===== config.mk =====
export PLATFORM = sky130hd
export DESIGN_NAME = sprite_plotter_flat
export DESIGN_NICKNAME = d
export VERILOG_FILES = /design/src/rtl/sprite_plotter_pkg.sv /design/src/rtl/sprite_plotter_if.sv /design/src/rtl/sprite_plotter_offset_scan.sv /design/src/rtl/sprite_plotter.sv /design/src/flat_wrapper.sv
export SDC_FILE = /design/constraint.sdc
export NUM_CORES = 1
export LEC_CHECK = 0
export BUFFER_PORTS_ARGS = -buffer_cell sky130_fd_sc_hd__clkbuf_2
export CAP_MARGIN = 25
export CELL_PAD_IN_SITES_DETAIL_PLACEMENT = 0
export CELL_PAD_IN_SITES_GLOBAL_PLACEMENT = 1
export CORE_ASPECT_RATIO = 0.8
export CORE_UTILIZATION = 40
export CTS_CLUSTER_DIAMETER = 60
export CTS_CLUSTER_SIZE = 30
export DETAILED_ROUTE_END_ITERATION = 12
export HOLD_SLACK_MARGIN = 0.05
export PLACE_DENSITY_LB_ADDON = 0.1
export SYNTH_ARGS = -nofsm -noshare
export SYNTH_HDL_FRONTEND = slang
export SYNTH_SLANG_ARGS = --single-unit

===== constraint.sdc =====
create_clock -name clk -period 7.01 [get_ports clk]
set_input_delay 1.0515 -clock clk [delete_from_list [all_inputs] [get_ports clk]]
set_output_delay 1.0515 -clock clk [all_outputs]
set_load 0.005 [all_outputs]

===== src/rtl/sprite_plotter_pkg.sv =====
// Shared definitions for the sprite plotter and its neighbours.
//   - state_t : plotter FSM encoding (IDLE, ERASE, DRAW, DONE)
//   - SCR_X_MAX / SCR_Y_MAX : largest on-screen coordinates. The VGA
//     adapter wrapper uses them as well.
//   - X_W / Y_W / COLOUR_W : coordinate and colour widths on the adapter port
//   - OFS_W : width of the sprite offset counters (sprites up to 16x16)
package sprite_plotter_pkg;

  typedef enum logic [1:0] {
    ST_IDLE  = 2'd0,
    ST_ERASE = 2'd1,
    ST_DRAW  = 2'd2,
    ST_DONE  = 2'd3
  } state_t;

  localparam int SCR_X_MAX = 159;
  localparam int SCR_Y_MAX = 119;
  localparam int X_W       = 8;
  localparam int Y_W       = 7;
  localparam int COLOUR_W  = 3;
  localparam int OFS_W     = 4;

endpackage


===== src/rtl/sprite_plotter_if.sv =====
// Bundle for the sprite plotter request/pixel port.
//   Request side : start, x_in, y_in, colour_in, bg_colour
//   Pixel side   : x_out, y_out, colour_out, plot, busy, done
// The handshake is start/busy/done. A start is taken only while the plotter
// is idle, not in the cycle that done is high. busy covers the whole pass.
// done pulses for one cycle at the end of the pass. plot qualifies
// x_out/y_out/colour_out, and the adapter writes exactly one pixel per cycle.
// Modports:
//   master : game-logic side (drives the request, observes the pixels)
//   slave  : the plotter
interface sprite_plotter_if;
  import sprite_plotter_pkg::*;

  logic                start;
  logic [X_W-1:0]      x_in;
  logic [Y_W-1:0]      y_in;
  logic [COLOUR_W-1:0] colour_in;
  logic [COLOUR_W-1:0] bg_colour;
  logic [X_W-1:0]      x_out;
  logic [Y_W-1:0]      y_out;
  logic [COLOUR_W-1:0] colour_out;
  logic                plot;
  logic                busy;
  logic                done;

  modport master (
    output start, x_in, y_in, colour_in, bg_colour,
    input  x_out, y_out, colour_out, plot, busy, done
  );

  modport slave (
    input  start, x_in, y_in, colour_in, bg_colour,
    output x_out, y_out, colour_out, plot, busy, done
  );
endinterface


===== src/rtl/sprite_plotter_offset_scan.sv =====
// Row-major (col, row) offset counter that scans a sprite's pixels.
// Ports:
//   clk, resetn : clock and synchronous active-low reset
//   clear_i     : forces both counters to 0 (this has priority over en_i)
//   en_i        : advance one pixel
//   col_o/row_o : current offset
//   last_o      : current offset is the final pixel (W-1, H-1)
// After the last pixel the counter wraps to (0, 0). Back-to-back phases
// therefore need no extra clear cycle.
module sprite_offset_scan
  import sprite_plotter_pkg::*;
#(
  parameter int SPRITE_W = 4,
  parameter int SPRITE_H = 4
) (
  input  logic             clk,
  input  logic             resetn,
  input  logic             clear_i,
  input  logic             en_i,
  output logic [OFS_W-1:0] col_o,
  output logic [OFS_W-1:0] row_o,
  output logic             last_o
);

  localparam logic [OFS_W-1:0] COL_LAST = OFS_W'(SPRITE_W - 1);
  localparam logic [OFS_W-1:0] ROW_LAST = OFS_W'(SPRITE_H - 1);

  logic [OFS_W-1:0] col_q, col_d;
  logic [OFS_W-1:0] row_q, row_d;
  logic             col_last;

  assign col_last = (col_q == COL_LAST);
  assign last_o   = col_last && (row_q == ROW_LAST);
  assign col_o    = col_q;
  assign row_o    = row_q;

  always_comb begin
    col_d = col_q;
    row_d = row_q;
    if (clear_i) begin
      col_d = '0;
      row_d = '0;
    end else if (en_i) begin
      if (col_last) begin
        col_d = '0;
        row_d = last_o ? '0 : row_q + 1'b1;
      end else begin
        col_d = col_q + 1'b1;
      end
    end
  end

  always_ff @(posedge clk) begin
    if (!resetn) begin
      col_q <= '0;
      row_q <= '0;
    end else begin
      col_q <= col_d;
      row_q <= row_d;
    end
  end

endmodule


===== src/rtl/sprite_plotter.sv =====
// Sprite plotter: turns one (x, y) position request into per-pixel writes
// for the VGA frame-buffer adapter. The block first erases the sprite at its
// previous position with the background colour. It then draws the sprite at
// the new position.
// Ports:
//   clk, resetn : clock and synchronous active-low reset
//   bus         : sprite_plotter_if.slave. It carries the request
//                 (start, x_in, y_in, colour_in, bg_colour) and the pixel
//                 stream (x_out, y_out, colour_out, plot, busy, done).
//   state_o     : current FSM state, for debug and observation
// All bus outputs are registered. Each register is loaded from the state
// held before the edge, so a phase entered at edge E emits its first pixel
// in the cycle after edge E+1.
module sprite_plotter
  import sprite_plotter_pkg::*;
#(
  parameter int SPRITE_W = 4,
  parameter int SPRITE_H = 4,
  parameter int X_MAX    = SCR_X_MAX,
  parameter int Y_MAX    = SCR_Y_MAX
) (
  input  logic             clk,
  input  logic             resetn,
  sprite_plotter_if.slave  bus,
  output state_t           state_o
);

  // The sums are one bit wider than the outputs. This keeps wrap-around
  // from hiding an off-screen pixel.
  localparam logic [X_W:0] X_LIM = (X_W + 1)'(X_MAX);
  localparam logic [Y_W:0] Y_LIM = (Y_W + 1)'(Y_MAX);

  state_t              state_q;
  logic [X_W-1:0]      x_lat_q, prev_x_q, x_out_q;
  logic [Y_W-1:0]      y_lat_q, prev_y_q, y_out_q;
  logic [COLOUR_W-1:0] colour_lat_q, bg_lat_q, colour_out_q;
  logic                prev_valid_q, plot_q, busy_q, done_q;

  logic [OFS_W-1:0]    col, row;
  logic                scan_last, scan_en;

  logic [X_W-1:0]      base_x_d;
  logic [Y_W-1:0]      base_y_d;
  logic [X_W:0]        px_x_d;
  logic [Y_W:0]        px_y_d;
  logic                px_vis_d;

  assign scan_en = (state_q == ST_ERASE) || (state_q == ST_DRAW);

  sprite_offset_scan #(
    .SPRITE_W (SPRITE_W),
    .SPRITE_H (SPRITE_H)
  ) u_scan (
    .clk     (clk),
    .resetn  (resetn),
    .clear_i (!scan_en),
    .en_i    (scan_en),
    .col_o   (col),
    .row_o   (row),
    .last_o  (scan_last)
  );

  // The erase phase works from the previously drawn position. The draw
  // phase works from the position latched at start.
  always_comb begin
    base_x_d = x_lat_q;
    base_y_d = y_lat_q;
    if (state_q == ST_ERASE) begin
      base_x_d = prev_x_q;
      base_y_d = prev_y_q;
    end
    px_x_d   = {1'b0, base_x_d} + {{(X_W + 1 - OFS_W){1'b0}}, col};
    px_y_d   = {1'b0, base_y_d} + {{(Y_W + 1 - OFS_W){1'b0}}, row};
    px_vis_d = (px_x_d <= X_LIM) && (px_y_d <= Y_LIM);
  end

  always_ff @(posedge clk) begin
    if (!resetn) begin
      state_q      <= ST_IDLE;
      x_lat_q      <= '0;
      y_lat_q      <= '0;
      colour_lat_q <= '0;
      bg_lat_q     <= '0;
      prev_x_q     <= '0;
      prev_y_q     <= '0;
      prev_valid_q <= 1'b0;
      x_out_q      <= '0;
      y_out_q      <= '0;
      colour_out_q <= '0;
      plot_q       <= 1'b0;
      busy_q       <= 1'b0;
      done_q       <= 1'b0;
    end else begin
      busy_q <= (state_q != ST_IDLE);
      plot_q <= 1'b0;
      done_q <= 1'b0;
      case (state_q)
        ST_IDLE: begin
          // Ignore a start while done is still showing. The requester sees
          // done and the restart slot in separate cycles.
          if (bus.start && !done_q) begin
            x_lat_q      <= bus.x_in;
            y_lat_q      <= bus.y_in;
            colour_lat_q <= bus.colour_in;
            bg_lat_q     <= bus.bg_colour;
            state_q      <= prev_valid_q ? ST_ERASE : ST_DRAW;
          end
        end
        ST_ERASE, ST_DRAW: begin
          // Off-screen pixels still use their cycle. This keeps pass
          // timing independent of position.
          x_out_q      <= px_x_d[X_W-1:0];
          y_out_q      <= px_y_d[Y_W-1:0];
          colour_out_q <= (state_q == ST_ERASE) ? bg_lat_q : colour_lat_q;
          plot_q       <= px_vis_d;
          if (scan_last) begin
            state_q <= (state_q == ST_ERASE) ? ST_DRAW : ST_DONE;
          end
        end
        ST_DONE: begin
          done_q       <= 1'b1;
          prev_x_q     <= x_lat_q;
          prev_y_q     <= y_lat_q;
          prev_valid_q <= 1'b1;
          state_q      <= ST_IDLE;
        end
        default: state_q <= ST_IDLE;
      endcase
    end
  end

  assign bus.x_out      = x_out_q;
  assign bus.y_out      = y_out_q;
  assign bus.colour_out = colour_out_q;
  assign bus.plot       = plot_q;
  assign bus.busy       = busy_q;
  assign bus.done       = done_q;
  assign state_o        = state_q;

endmodule

===== src/flat_wrapper.sv =====
// flat-port wrapper written by rule: the top's interface ports become plain ports
module sprite_plotter_flat import sprite_plotter_pkg::*;
#(
  parameter int SPRITE_W = 4,
  parameter int SPRITE_H = 4,
  parameter int X_MAX    = SCR_X_MAX,
  parameter int Y_MAX    = SCR_Y_MAX
)
  (clk, resetn, state_o, bus_start, bus_x_in, bus_y_in, bus_colour_in, bus_bg_colour, bus_x_out, bus_y_out, bus_colour_out, bus_plot, bus_busy, bus_done);
  sprite_plotter_if bus_i ();
  input  logic clk;
  input  logic resetn;
  output state_t state_o;
  input wire logic [$bits(bus_i.start)-1:0] bus_start;
  input wire logic [$bits(bus_i.x_in)-1:0] bus_x_in;
  input wire logic [$bits(bus_i.y_in)-1:0] bus_y_in;
  input wire logic [$bits(bus_i.colour_in)-1:0] bus_colour_in;
  input wire logic [$bits(bus_i.bg_colour)-1:0] bus_bg_colour;
  output wire logic [$bits(bus_i.x_out)-1:0] bus_x_out;
  output wire logic [$bits(bus_i.y_out)-1:0] bus_y_out;
  output wire logic [$bits(bus_i.colour_out)-1:0] bus_colour_out;
  output wire logic [$bits(bus_i.plot)-1:0] bus_plot;
  output wire logic [$bits(bus_i.busy)-1:0] bus_busy;
  output wire logic [$bits(bus_i.done)-1:0] bus_done;
  assign bus_i.start = bus_start;
  assign bus_i.x_in = bus_x_in;
  assign bus_i.y_in = bus_y_in;
  assign bus_i.colour_in = bus_colour_in;
  assign bus_i.bg_colour = bus_bg_colour;
  assign bus_x_out = bus_i.x_out;
  assign bus_y_out = bus_i.y_out;
  assign bus_colour_out = bus_i.colour_out;
  assign bus_plot = bus_i.plot;
  assign bus_busy = bus_i.busy;
  assign bus_done = bus_i.done;
  sprite_plotter #(.SPRITE_W(SPRITE_W), .SPRITE_H(SPRITE_H), .X_MAX(X_MAX), .Y_MAX(Y_MAX)) u_core (.clk(clk), .resetn(resetn), .bus(bus_i), .state_o(state_o));
endmodule

==> out/metrics.csv, run 1 <==
stage;metric;value;unit
die;fp.dieH;82.66;um
routing;wl_per_cell;13.46;um
synth;synthDistinctLibCells;40;
die;io-pin-count;47;
setup_path;worst-path-max-fanout;20;
place;placedCellCount;492;
pwr;p_total;1175;uW
synth;synth.most_common_cell;dfxtp_1;
global_routing;grt_first_pass_wirelength;10.69;mm
pwr;switching_share;0.3247;
synth;synth_area_per_cell;9.295;um^2
pwr;p_clk_frac;0.300;
worst_hold_path;hold_path.class;flop to flop;
clocking;cts_tree;done;
synth;synth_edf_count;0;
place;post_dp_cell_area;3575;um^2
routing;drc;0;
sta;period_needed;2.964;ns
clocking;cts.htree.levels;3;
sta;report.final.slew_viol_count;0;
global_routing;grt_pass1_vias;2084;
pwr;power_density;310.0;nW/um^2
synth;netlist_instances;350;
sta;period_share;0.4228;
synth;synth_fp_nets;391;
setup_path;r2r_cells;12;
sta;relSlewSlack;0.3137;
routing;drt_iter0_markers;62;
setup_path;worstPathArrival;3.20;ns
sta;max_freq;337.4;MHz
routing;wirelength;6.837;mm
cells_and_area;finalInstanceArea;3791;um^2
global_routing;track_usage;0.1709;
place;dp_hpwl;4.749;mm
cells_and_area;finalNonFillerCells;508;
setup_path;start_kind;flop;
pwr;peakVddDrop;0.0001651;V
synth;synth-seq-area-share;0.4185;
cells_and_area;fin_nets;436;
sta;finalSetupViolations;0;
die;coreArea;7910;um^2
global_routing;antenna_found_initial;0;
clocking;root_buffer;clkbuf_8;
clocking;clk_latency;0.34;ns
die;die_x;102.8;um
place;numPortBuffers;46;
routing;viasPerCell;4.752;
sta;rsz0062_at_grt;false;
clocking;cts_sinks;68;
routing;detail-route-antenna-nets;0;
routing;routed-via-count;2414;
sta;skew;0.008772;ns
clocking;cts_buffers;9;
synth;synthTopCellsByArea;dfxtp_1 (42%), mux2i_1 (10%), nand2_1 (6.7%);
clocking;hold_buffers;0;
clocking;ctsLongestPathBuffers;2;
pwr;pwr-share-seq;0.409;
synth;synthTopCellsByCount;dfxtp_1 (68), nand2_1 (58), mux2i_1 (34), nor2b_1 (23), a21oi_1 (18);
die;placementRows;29;
place;place_ws;4.098;ns
die;start_util;0.4113;
synth;ys.warnings.count;0;
pwr;power.leakage;0.001551;uW
clocking;path_clk_slew;0.08;ns
synth;ys_ff_latch;68;
routing;drt_first_pass_iters;4;
run_status;outcome;finished clean;
sta;finalHoldViolCount;0;
worst_hold_path;hold_depth;2;
synth;syn_area;3253;um^2
pwr;p_switching;381.6;uW
synth;synth_area_leader_cell;dfxtp_1;
global_routing;grt_max_degree;52;
setup_path;cp.required;7.24;ns
place;globalplace.congestion;0.8344;
pwr;power.internal;793.5;uW
cells_and_area;n_antenna_cell;0;
synth;netlist.area_leader.share;0.4185;
sta;worstMarginPinSlew;1.030;ns
global_routing;gr-total-overflow;0;
synth;ys_async_sr_fraction;0;
setup_path;critPathCaptureType;flop;
sta;worst_slack;4.046;ns
die;die-area;8500;um^2
cells_and_area;fillers;820;
clocking;post_cts_buffers;0;
cells_and_area;area_growth;16.54;%
pwr;combPwrFrac;0.291;
synth;synth-main-ff-cell;dfxtp_1;
sta;fin_setup_tns;0;ns
cells_and_area;drive_gt1_frac;0.2000;
setup_path;worst-setup-path-type;flop to flop;
clocking;post_cts_resized;0;
run;maxCapViolCount;0;
power groups by stage:
stage | registers (uW) | clock network [uW] | logic, uW
after floorplan | 484 | 0 | 249
after global placement | 489 | 0 | 346
after detailed placement | 490 | 0 | 348
after CTS | 481 | 367 | 348
after global routing | 490 | 383 | 385
final | 481 | 353 | 342
cells in the final DEF, fill, tap and decap left out, drive strengths merged, types with 6 or more instances in the layout:
| cell | n |
|---|---|
| a21boi | 17 |
| inv | 11 |
| ha | 15 |
| clkbuf | 56 |
| mux2i | 34 |
| nand3 | 7 |
| nand2 | 59 |
| o211a | 6 |
| mux2 | 9 |
| nor2 | 16 |
| dfxtp | 68 |
| nor2b | 23 |
| o21ai | 6 |
| a21oi | 18 |
layout make-up:
class / instances / area (um^2) / share of cell area
multi-input combinational: 254 / 1773 / 0.4677
sequential: 68 / 1361 / 0.3591
timing repair buffer: 50 / 260.3 / 0.06865
clock buffer: 10 / 127.6 / 0.03366
inverter: 12 / 45.04 / 0.01188
clock inverter: 6 / 88.84 / 0.02343
tap: 108 / 135.1 / 0.03564
metal layers:
| layer | wire [um] | track usage | share of wire | vias up |
|---|---|---|---|---|
| met2 | 2892 | 0.2453 | 0.42 | 42 |
| met5 | 0 | 0 | 0 | - |
| met4 | 98 | 0.06901 | 0.014 | 0 |
| met3 | 242 | 0.04966 | 0.035 | 8 |
| li1 | - | - | - | 1279 |
| met1 | 3604 | 0.2383 | 0.53 | 1085 |
metrics by stage:
stage / hold slack, ns / utilization
after global routing: 0.4979 / 0.4793
after detailed placement: 0.4567 / 0.4519
after CTS: 0.4671 / 0.4793
after global placement: 0.4527 / 0.4519
after floorplan: 0.4423 / -
final: 0.4645 / 0.4793
worst paths after layout:
kind / slack [ns] / to / startpoint
setup / recovery: 4.05 / u_core.bus.plot / u_core.state_o[1]
setup reg to reg: 4.05 / u_core.bus.plot / u_core.state_o[1]
hold reg to reg: 0.46 / u_core.colour_lat_q[1] / u_core.colour_lat_q[1]
hold / removal: 0.46 / u_core.colour_lat_q[1] / u_core.colour_lat_q[1]
logic make-up (layout without fill, tap and decap cells):
kind of cell	after synthesis	count (layout)	synth area share
fa+ha+maj	17	17	0.07000
flops	68	68	0.4185
simple gates	125	125	0.1869
compound gates	60	60	0.1281
xor+xnor	9	9	0.02423
mux	43	43	0.1358
buf+inv	28	78	0.03654
flip-flops by register name, indices dropped and copies added (netlist names), 2 cells and up:
signal                 cells
u_core.bus.x_out           8
u_core.prev_x_q            8
u_core.x_lat_q             8
u_core.bus.y_out           7
u_core.prev_y_q            7
u_core.y_lat_q             7
u_core.u_scan.col_o        4
u_core.u_scan.row_o        4
u_core.bg_lat_q            3
u_core.bus.colour_out      3
u_core.colour_lat_q        3
u_core.state_o             2
critical path, stage by stage (launching register included):
cell      delay (ns)
dfxtp_1         0.39
inv_1           0.08
ha_1            0.18
buf_4           0.23
mux2_2          0.26
ha_1            0.18
inv_1           0.06
fa_1            0.41
nand3b_1        0.24
a211oi_1        0.30
xnor2_1         0.19
nor2_1          0.10
o221a_2         0.25
Note: power is estimated with default switching activity, not from simulation.
==> inputs of run 2 (changes only) <==
- ABC_AREA: default -> 1
- clock period: 7.01 -> 3.1 ns (I/O delays scaled with it)
==> out/metrics.csv, run 2 <==
stage;metric;value;unit
setup_path;worst-path-max-fanout;23;
pwr;power.leakage;0.001685;uW
global_routing;grt_pass1_vias;2429;
sta;relSlewSlack;0.3480;
die;die-area;8180;um^2
die;placementRows;28;
die;die_x;100.9;um
synth;netlist_instances;411;
global_routing;grt_max_degree;39;
synth;synthTopCellsByArea;dfxtp_1 (44%), a21oi_1 (9.3%), o21ai_0 (9.0%);
clocking;ctsLongestPathBuffers;2;
sta;skew;0.01075;ns
synth;synth_area_leader_cell;dfxtp_1;
setup_path;cp_slowest_stage_delay;0.65;ns
setup_path;worstPathArrival;3.07;ns
global_routing;grt_first_pass_wirelength;11.38;mm
clocking;path_clk_slew;0.08;ns
setup_path;critPathLaunch;u_core.state_o[1];
synth;synth-seq-area-share;0.4352;
synth;synth_fp_nets;452;
sta;worst_slack;0.2684;ns
clocking;cts.htree.levels;3;
synth;ys_async_sr_fraction;0;
pwr;p_total;3635;uW
setup_path;crit_chain;inv_1 -> ha_1 -> nand2_1 -> o21ai_0 -> ha_1 -> inv_1 -> fa_1 -> nand3b_1 -> nand2_1 -> nand2_1 -> o21bai_1 -> nand2_1 -> o21ai_0 -> inv_1;
global_routing;antenna_found_initial;0;
cells_and_area;drive_gt1_frac;0.1747;
worst_hold_path;hold_path.class;input pin to flop;
clocking;post_cts_resized;0;
clocking;clk_latency;0.34;ns
sta;finalHoldViolCount;0;
sta;hold_slack;0.3716;ns
routing;routed-via-count;2711;
place;numPortBuffers;46;
clocking;cts_buffers;9;
cells_and_area;mostFrequentLayoutCell;dfxtp_1;
synth;netlist.area_leader.share;0.4352;
cells_and_area;fin_nets;494;
run;maxCapViolCount;0;
routing;drc;0;
die;start_util;0.4172;
sta;worstMarginPinSlew;0.9779;ns
setup_path;r2r-start;u_core.state_o[1];
worst_hold_path;hp-start;bus_colour_in[1];
synth;synth-main-ff-cell;dfxtp_1;
place;place_ws;0.3167;ns
global_routing;gr-total-overflow;0;
synth;ys.warnings.count;0;
routing;wirelength;7.121;mm
place;globalplace.congestion;0.8148;
synth;synthTopCellsByCount;dfxtp_1 (68), nand2_1 (63), a21oi_1 (58), o21ai_0 (56), inv_1 (47);
die;coreArea;7497;um^2
synth;synth_area_per_cell;7.611;um^2
synth;synth_edf_count;0;
cells_and_area;fillers;803;
clocking;hold_buffers;0;
synth;ys_ff_latch;68;
synth;syn_area;3128;um^2
setup_path;critPathCaptureType;flop;
global_routing;track_usage;0.1824;
setup_path;worst-setup-path-type;flop to flop;
sta;period_needed;2.832;ns
routing;detail-route-antenna-nets;0;
clocking;cts_tree;done;
routing;drt_iter0_markers;116;
sta;finalSetupViolations;0;
routing;drt_first_pass_iters;4;
die;io-pin-count;47;
cells_and_area;n_antenna_cell;0;
die;fp.dieH;81.10;um
setup_path;cpMostUsedCell;nand2_1;
place;dp_hpwl;5.154;mm
clocking;cts_sinks;68;
synth;synth.most_common_cell;dfxtp_1;
sta;report.final.slew_viol_count;0;
cells_and_area;final_cell_mix;dfxtp_1 (68), nand2_1 (63), a21oi_1 (58), o21ai_0 (56), inv_1 (47);
sta;period_share;0.9134;
run_status;outcome;finished clean;
sta;max_freq;353.2;MHz
setup_path;cp.required;3.34;ns
pwr;peakVddDrop;0.0003559;V
synth;synthDistinctLibCells;30;
clocking;post_cts_buffers;0;
sta;rsz0062_at_grt;false;
routing;viasPerCell;4.815;
pwr;power_density;985.4;nW/um^2
sta;fin_setup_tns;0;ns
routing;wl_per_cell;12.65;um
setup_path;start_kind;flop;
setup_path;cp_slowest_cell;ha_1;
cells_and_area;area_growth;17.92;%
clocking;root_buffer;clkbuf_8;
==> run 2: cell families after synthesis <==
| kind of cell | share of synthesized area |
|---|---|
| compound gates | 0.2100 |
| xor+xnor | 0.01680 |
| fa+ha+maj | 0.07280 |
| buf+inv | 0.08560 |
| flops | 0.4352 |
| simple gates | 0.1796 |
==> run 2: worst max-delay path: cells and delay by family (launching register included) <==
family,cells,cell delay (ns)
AND/OR/NAND/NOR,5,0.55
adder cells (fa/ha/maj),3,1.22
AO/OA/AOI/OAI,3,0.39
buffers and inverters,3,0.22
flip-flops,1,0.34
==> run 2: worst paths after layout <==
kind                            end  slack, ns  cells past startpoint
max             u_core.bus.y_out[6]       0.27                     14
min          u_core.colour_lat_q[1]       0.37                      3
max reg2reg     u_core.bus.y_out[6]       0.27                     14
min reg2reg      u_core.bg_lat_q[1]       0.47                      2
==> run 2: area by class of cell <==
type | instances | area [um^2] | share of cell area
clock inverter | 5 | 107.6 | 0.02917
sequential | 68 | 1361 | 0.3691
timing repair buffer | 50 | 260.3 | 0.07056
multi-input combinational | 274 | 1499 | 0.4064
tap | 105 | 131.4 | 0.03562
clock buffer | 11 | 141.4 | 0.03833
inverter | 50 | 187.7 | 0.05088
==> run 2: routing by layer <==
layer | vias up | global-route usage | wire, um
li1 | 1432 | - | -
met1 | 1231 | 0.2399 | 3619
met2 | 40 | 0.2945 | 3225
met3 | 8 | 0.04905 | 204
met4 | 0 | 0.05362 | 72
met5 | - | 0 | 0
==> run 2: where the power goes <==
part | leakage, uW | internal [uW] | switching (uW)
Clock | 0.000124 | 561 | 341
Combinational | 0.00100 | 504 | 986
Sequential | 0.000557 | 1130 | 113
Total | 0.00168 | 2190 | 1440
==> run 2: per-stage QoR <==
stage               cells  utilization  cell area, um^2
floorplan             411            -             3128
global placement      547       0.4588             3440
detailed placement    547       0.4588             3440
CTS                   563       0.4920             3689
global route          563       0.4920             3689
finish                563       0.4920             3689
